**config.mk**
```make
export PLATFORM = sky130hd
export DESIGN_NAME = stack_rev_ctrl
export DESIGN_NICKNAME = d
export VERILOG_FILES = /design/src/rtl/stack_rev_ctrl_pkg.sv /design/src/rtl/stack_rev_ctrl_out_stage.sv /design/src/rtl/stack_rev_ctrl.sv
export SDC_FILE = /design/constraint.sdc
export NUM_CORES = 1
export LEC_CHECK = 0
export ABC_AREA = 0
export ABC_CLOCK_PERIOD_IN_PS = 3210
export CAP_MARGIN = 20
export CORE_MARGIN = 10
export CORE_UTILIZATION = 46
export DETAILED_ROUTE_END_ITERATION = 10
export PLACE_DENSITY = 0.74
export SETUP_SLACK_MARGIN = 0.5
export SKIP_CTS_REPAIR_TIMING = 1
export SLEW_MARGIN = 5
export SYNTH_ARGS = -nofsm -noshare
export SYNTH_HDL_FRONTEND = slang
export SYNTH_HIERARCHICAL = 1
export SYNTH_SLANG_ARGS = --single-unit
```
**constraint.sdc**
```tcl
create_clock -name clk -period 3.21 [get_ports clk]
set_input_delay 0.321 -clock clk [delete_from_list [all_inputs] [get_ports clk]]
set_output_delay 0.321 -clock clk [all_outputs]
set_load 0.02 [all_outputs]
```
**src/rtl/stack_rev_ctrl_pkg.sv**
```systemverilog
// stack_rev_ctrl_pkg: stack command encodings, size defaults and controller states
package stack_rev_ctrl_pkg;
  localparam int DEPTH_DEF = 8;
  localparam int DW_DEF = 8;
  localparam int POP_LAT_DEF = 2;
  typedef enum logic [1:0] {
    CMD_NOP   = 2'b00,
    CMD_CLEAR = 2'b01,
    CMD_PUSH  = 2'b10,
    CMD_POP   = 2'b11
  } stk_cmd_e;
  typedef enum logic [2:0] {ST_INIT, ST_IDLE, ST_FILL, ST_DRAIN, ST_FAULT} state_e;
endpackage

```
**src/rtl/stack_rev_ctrl_out_stage.sv**
```systemverilog
// stack_rev_ctrl_out_stage: one-entry registered output holding data/last under valid/ready
module stack_rev_ctrl_out_stage
  import stack_rev_ctrl_pkg::*;
#(
  parameter int DW = DW_DEF
) (
  input  logic          clk,
  input  logic          reset,
  input  logic          flush,
  input  logic          load,
  input  logic [DW-1:0] ld_data,
  input  logic          ld_last,
  input  logic          out_ready,
  output logic          out_valid,
  output logic [DW-1:0] out_data,
  output logic          out_last
);
  logic          valid_q, valid_d;
  logic [DW-1:0] data_q, data_d;
  logic          last_q, last_d;
  always_comb begin
    valid_d = flush ? 1'b0 : load ? 1'b1 : (valid_q && out_ready) ? 1'b0 : valid_q;
    data_d  = load ? ld_data : data_q;
    last_d  = flush ? 1'b0 : load ? ld_last : last_q;
  end
  always_ff @(posedge clk or posedge reset)
    if (reset) begin
      valid_q <= 1'b0;
      data_q  <= '0;
      last_q  <= 1'b0;
    end else begin
      valid_q <= valid_d;
      data_q  <= data_d;
      last_q  <= last_d;
    end
  assign out_valid = valid_q;
  assign out_data  = data_q;
  assign out_last  = last_q;
endmodule

```
**src/rtl/stack_rev_ctrl.sv**
```systemverilog
// stack_rev_ctrl: reverses byte frames in chunks of up to DEPTH bytes through an external LIFO stack
module stack_rev_ctrl
  import stack_rev_ctrl_pkg::*;
#(
  parameter int DEPTH   = DEPTH_DEF,
  parameter int DW      = DW_DEF,
  parameter int POP_LAT = POP_LAT_DEF
) (
  input  logic          clk,
  input  logic          reset,
  input  logic          in_valid,
  input  logic [DW-1:0] in_data,
  input  logic          in_last,
  output logic          in_ready,
  output logic          out_valid,
  output logic [DW-1:0] out_data,
  output logic          out_last,
  input  logic          out_ready,
  output logic [1:0]    stk_cmd,
  output logic [DW-1:0] stk_data_in,
  input  logic [DW-1:0] stk_data_out,
  input  logic          stk_full,
  input  logic          stk_empty,
  input  logic          stk_error,
  output logic          fault,
  output logic          busy
);
  localparam int CW = $clog2(DEPTH + 1);
  localparam int WW = $clog2(POP_LAT + 4);
  state_e        state_q, state_d;
  logic [CW-1:0] cnt_q, cnt_d, cnt_dly_q, cnt_inc;
  logic [WW-1:0] w_q, w_d;
  logic          last_pend_q, last_pend_d;
  logic [1:0]    cmd_q, cmd_d;
  logic [DW-1:0] din_q, din_d;
  logic          in_ready_q, in_ready_d, fault_q, fault_d, busy_q, busy_d;
  logic          hs_in, hs_out, chk, bad, go_fault, hold, load, flush;
  always_comb begin
    hs_in       = in_valid && in_ready_q;
    hs_out      = out_valid && out_ready;
    cnt_inc     = cnt_q + 1'b1;
    chk         = state_q == ST_IDLE || state_q == ST_FILL || state_q == ST_DRAIN;
    bad         = stk_error || (stk_full && cnt_dly_q < CW'(DEPTH)) || (stk_empty && cnt_dly_q != '0);
    go_fault    = (chk && bad) || (state_q == ST_INIT && w_q == WW'(2) && !stk_empty);
    state_d     = state_q;
    cnt_d       = cnt_q;
    w_d         = w_q;
    last_pend_d = last_pend_q;
    cmd_d       = CMD_NOP;
    din_d       = din_q;
    fault_d     = fault_q;
    hold        = 1'b0;
    load        = 1'b0;
    flush       = 1'b0;
    case (state_q)
      ST_INIT: begin
        w_d   = w_q + 1'b1;
        cmd_d = w_q == '0 ? CMD_CLEAR : CMD_NOP;
        if (w_q == WW'(3)) begin
          state_d = ST_IDLE;
          w_d     = '0;
        end
      end
      ST_IDLE, ST_FILL: if (hs_in) begin
        cmd_d       = CMD_PUSH;
        din_d       = in_data;
        cnt_d       = cnt_inc;
        last_pend_d = last_pend_q || in_last;
        state_d     = (in_last || cnt_inc == CW'(DEPTH)) ? ST_DRAIN : ST_FILL;
        w_d         = '0;
      end
      ST_DRAIN: begin
        hold = w_q == WW'(POP_LAT + 1);
        if (w_q == '0 || (hold && hs_out && cnt_q != '0)) begin
          cmd_d = CMD_POP;
          cnt_d = cnt_q - 1'b1;
          w_d   = WW'(1);
        end else if (hold) begin
          if (hs_out) begin
            state_d     = last_pend_q ? ST_IDLE : ST_FILL;
            last_pend_d = 1'b0;
            w_d         = '0;
          end
        end else begin
          w_d  = w_q + 1'b1;
          load = w_q == WW'(POP_LAT);
        end
      end
      ST_FAULT: begin
        state_d = ST_INIT;
        w_d     = WW'(2);
      end
      default: state_d = ST_INIT;
    endcase
    // The CLEAR issued on fault entry stands in for INIT's own clear, so INIT resumes at its settle wait.
    if (go_fault) begin
      state_d     = ST_FAULT;
      cmd_d       = CMD_CLEAR;
      fault_d     = 1'b1;
      flush       = 1'b1;
      load        = 1'b0;
      cnt_d       = '0;
      last_pend_d = 1'b0;
      w_d         = '0;
    end
    in_ready_d = state_d == ST_IDLE || (state_d == ST_FILL && cnt_d < CW'(DEPTH));
    busy_d     = state_d != ST_IDLE;
  end
  always_ff @(posedge clk or posedge reset)
    if (reset) begin
      state_q     <= ST_INIT;
      cnt_q       <= '0;
      cnt_dly_q   <= '0;
      w_q         <= '0;
      last_pend_q <= 1'b0;
      cmd_q       <= CMD_NOP;
      din_q       <= '0;
      in_ready_q  <= 1'b0;
      fault_q     <= 1'b0;
      busy_q      <= 1'b1;
    end else begin
      state_q     <= state_d;
      cnt_q       <= cnt_d;
      cnt_dly_q   <= cnt_q;
      w_q         <= w_d;
      last_pend_q <= last_pend_d;
      cmd_q       <= cmd_d;
      din_q       <= din_d;
      in_ready_q  <= in_ready_d;
      fault_q     <= fault_d;
      busy_q      <= busy_d;
    end
  stack_rev_ctrl_out_stage #(.DW(DW)) u_out (
    .clk       (clk),
    .reset     (reset),
    .flush     (flush),
    .load      (load),
    .ld_data   (stk_data_out),
    .ld_last   (last_pend_q && cnt_q == '0),
    .out_ready (out_ready),
    .out_valid (out_valid),
    .out_data  (out_data),
    .out_last  (out_last)
  );
  assign stk_cmd     = cmd_q;
  assign stk_data_in = din_q;
  assign in_ready    = in_ready_q;
  assign fault       = fault_q;
  assign busy        = busy_q;
endmodule

```
==> impl_metrics.ini <==
[yosys]
netlist_instances = 183
ys_ff_latch = 38
synth_edf_count = 0
async_flop_share = 1.00
synth_area_leader_cell = dfrtp_1
synth_cell_type_count = 61
seq_area_frac_synth = 0.460
synth_flop_cell = dfrtp_1
synth_area_per_cell_sq_um = 11.3
netlist_area_sq_um = 2070
syn_nets = 213
synth_area_leaders = dfrtp_1 45%, mux2_4 5.8%, mux2_2 4.4%
synth_top_area_share = 0.447
yosysWarnings = 6

[sta]
slew_viol_final = 0
fmax_mhz = 395
fin_worst_skew_ns = 0.00718
setup_slack_ns = 0.677
hold_viol = 0
finalCritPeriodShare = 0.789
tns_ns = 0
fin_crit_ns = 2.53
rsz0062_at_grt = false
hold_ws_ns = 0.321
slew_headroom = 0.474
setup_violations = 0
tightest_slew_ns = 0.785

[place]
dpl.hpwl_um = 4060
finalWeightedCongestion = 0.896
portBuffers = 46
placed_area_sq_um = 2630
place_inst = 281
preCtsSetupSlack_ns = 0.663

[worst_setup_path]
critical_path.n_buffers_inverters = 1
critPathCaptureType = register
slowest_stage = or4_4
crit_cells = 6
endpoint = u_out/out_data[3]$_DFFE_PP0P_
critical_path.max_fanout = 10
rr_endpoint = u_out/out_data[3]$_DFFE_PP0P_
critPathLaunchType = register
critPathKind = register to register
r2r-start = cnt_dly_q[3]$_DFF_PP0_
cp_top_family = simple AND/OR/NAND/NOR gates
cpPeakStageDelay_ns = 0.55
critPathLaunch = cnt_dly_q[3]$_DFF_PP0_
reg2regPathDepth = 6
critPathRequiredTime_ns = 3.39
cp_cell_sequence = or4_4 -> a221oi_4 -> o21ai_4 -> nor4_2 -> buf_4 -> mux2_4
reg2reg_slack_ns = 0.68
crit_arrival_ns = 2.71

[global_route]
grt_pass1_wl_um = 8800
grt_antenna_before_repair = 0
grt_pass1_vias = 1710
grt_overflow = 0
grt_usage = 0.145
grt_max_degree = 18

[clock_tree]
clk_latency_ns = 0.30
clk_path_buf_depth = 2
cts_tree = done
htreeDepth = 2
clk_pin_slew_worst_paths_ns = 0.08
cts-root-buf = clkbuf_8
clock_sinks = 38
cts_buffers = 5

[drt]
first_pass_iters = 4
wl_per_cell_um = 18.4
vias = 1692
vias_per_cell = 5.85
drtIter0Drc = 208
routed_wl_um = 5320
ant_nets = 0
route.detailed.drc = 0

[die]
pin_count = 47
initial_core_util = 0.476
dieArea_sq_um = 7590
rows = 24
core_sq_um = 4350
die_w_um = 87.1
die_y_um = 87.1

[status]
status = finished, final reports clean

[pwr]
power_frac_clock = 0.190
p_sw_uw = 677
p_seq_frac = 0.368
vdd_drop_max_mv = 0.511
p_int_mw = 1.13
p_leak_nw = 1.16
pwr-share-comb = 0.442
pwr_density_cell_nw_per_um2 = 663
swShare = 0.375
finalPower_mw = 1.81

[layout]
final_layout_size_suffix_gt1_frac = 0.194
areaGrowthSynthToFinish_pct = 31.4
stdcell_count = 289
layout.nets = 266
antenna_cells = 0
final_util = 0.625
post-route-cell-area_sq_um = 2720
num-fill-cells = 355

[run]
drv_cap = 0

[worst_hold_path]
hold_class = primary input to asynchronous set/reset pin
[layout by cell type (no fill, tap or decap), types with 3 or more instances in the layout]
| cell | count |
|---|---|
| dfrtp_1 | 37 |
| clkbuf_8 | 6 |
| a21oi_1 | 6 |
| mux2_2 | 8 |
| nand2_1 | 8 |
| o21ai_0 | 7 |
| nor2_1 | 10 |
| mux2_4 | 8 |
| ha_1 | 6 |
| buf_4 | 5 |
| clkdlybuf4s50_1 | 46 |
| o41ai_1 | 3 |
| and2_1 | 3 |
| inv_1 | 11 |
| o211ai_1 | 3 |
| a31oi_1 | 5 |
| nand3_1 | 6 |
| mux2_1 | 3 |
[power groups by stage]
stage | registers, mW | logic [mW] | clock network, mW
after floorplan | 0.727 | 0.430 | 0
after global placement | 0.666 | 0.786 | 0
after detailed placement | 0.676 | 0.790 | 0
after CTS | 0.667 | 0.796 | 0.352
after global routing | 0.684 | 0.871 | 0.366
final | 0.665 | 0.797 | 0.343
[cells in the mapped netlist, drive strengths merged, types with 2 or more instances]
master / number
nor3: 3
xnor2: 2
or3: 2
and2b: 2
and2: 4
or3b: 2
a211oi: 2
nor3b: 2
o21a: 2
buf: 3
o32a: 2
dfrtp: 37
inv: 11
nand2b: 2
ha: 6
o21ai: 8
a22o: 2
or2: 2
o41ai: 3
nand2: 9
nand3: 6
a31oi: 5
mux2: 19
nor2: 10
clkbuf: 3
a21oi: 6
o211ai: 3
mux2i: 2
[worst min-delay path by stage]
stage	startpoint	to	slack [ns]	cells past startpoint
floorplan	reset	u_out/out_data[0]$_DFFE_PP0P_	0.16	1
CTS	reset	u_out/out_data[1]$_DFFE_PP0P_	0.34	2
global placement	cnt_q[0]$_DFFE_PP0P_	cnt_dly_q[0]$_DFF_PP0_	0.45	0
detailed placement	cnt_q[0]$_DFFE_PP0P_	cnt_dly_q[0]$_DFF_PP0_	0.47	0
global route	reset	u_out/out_data[1]$_DFFE_PP0P_	0.39	2
finish	reset	u_out/out_data[4]$_DFFE_PP0P_	0.32	2
[layer usage]
| metal | track usage | share of wire | vias up | wire [um] |
|---|---|---|---|---|
| met2 | 0.223 | 0.45 | 70 | 2400 |
| met5 | 0 | 0 | - | 0 |
| li1 | - | - | 786 | - |
| met3 | 0.0524 | 0.092 | 7 | 490 |
| met4 | 0.0478 | 0.013 | 0 | 67 |
| met1 | 0.184 | 0.44 | 829 | 2360 |
[registers in the layout, summed over array words and instances, names as in the netlist]
name / cells
busy: 1
in_ready: 1
fault: 1
w_q: 3
stk_data_in: 8
u_out/out_data: 8
cnt_dly_q: 4
stk_cmd: 2
last_pend_q: 1
state_q: 3
cnt_q: 4
u_out/out_valid: 1
u_out/out_last: 1
[final cells by class]
class	count	area, sq um	area share
flip-flops and latches	38	952	0.350
clock inverters	2	12.5	0.00460
well taps	52	65.1	0.0239
repair buffers	52	526	0.193
multi-input cells	128	1040	0.383
inverters	11	41.3	0.0152
clock buffers	6	82.6	0.0303
[kinds of logic after synthesis]
kind of cell / synth area share
adders and majority gates: 0.0363
muxes: 0.127
AOI/OAI and AO/OA: 0.178
buffers and inverters: 0.0399
and+or+nand+nor: 0.150
DFF: 0.460
xor gates and xnor gates: 0.00846
Note: power is estimated with default switching activity, not from simulation.
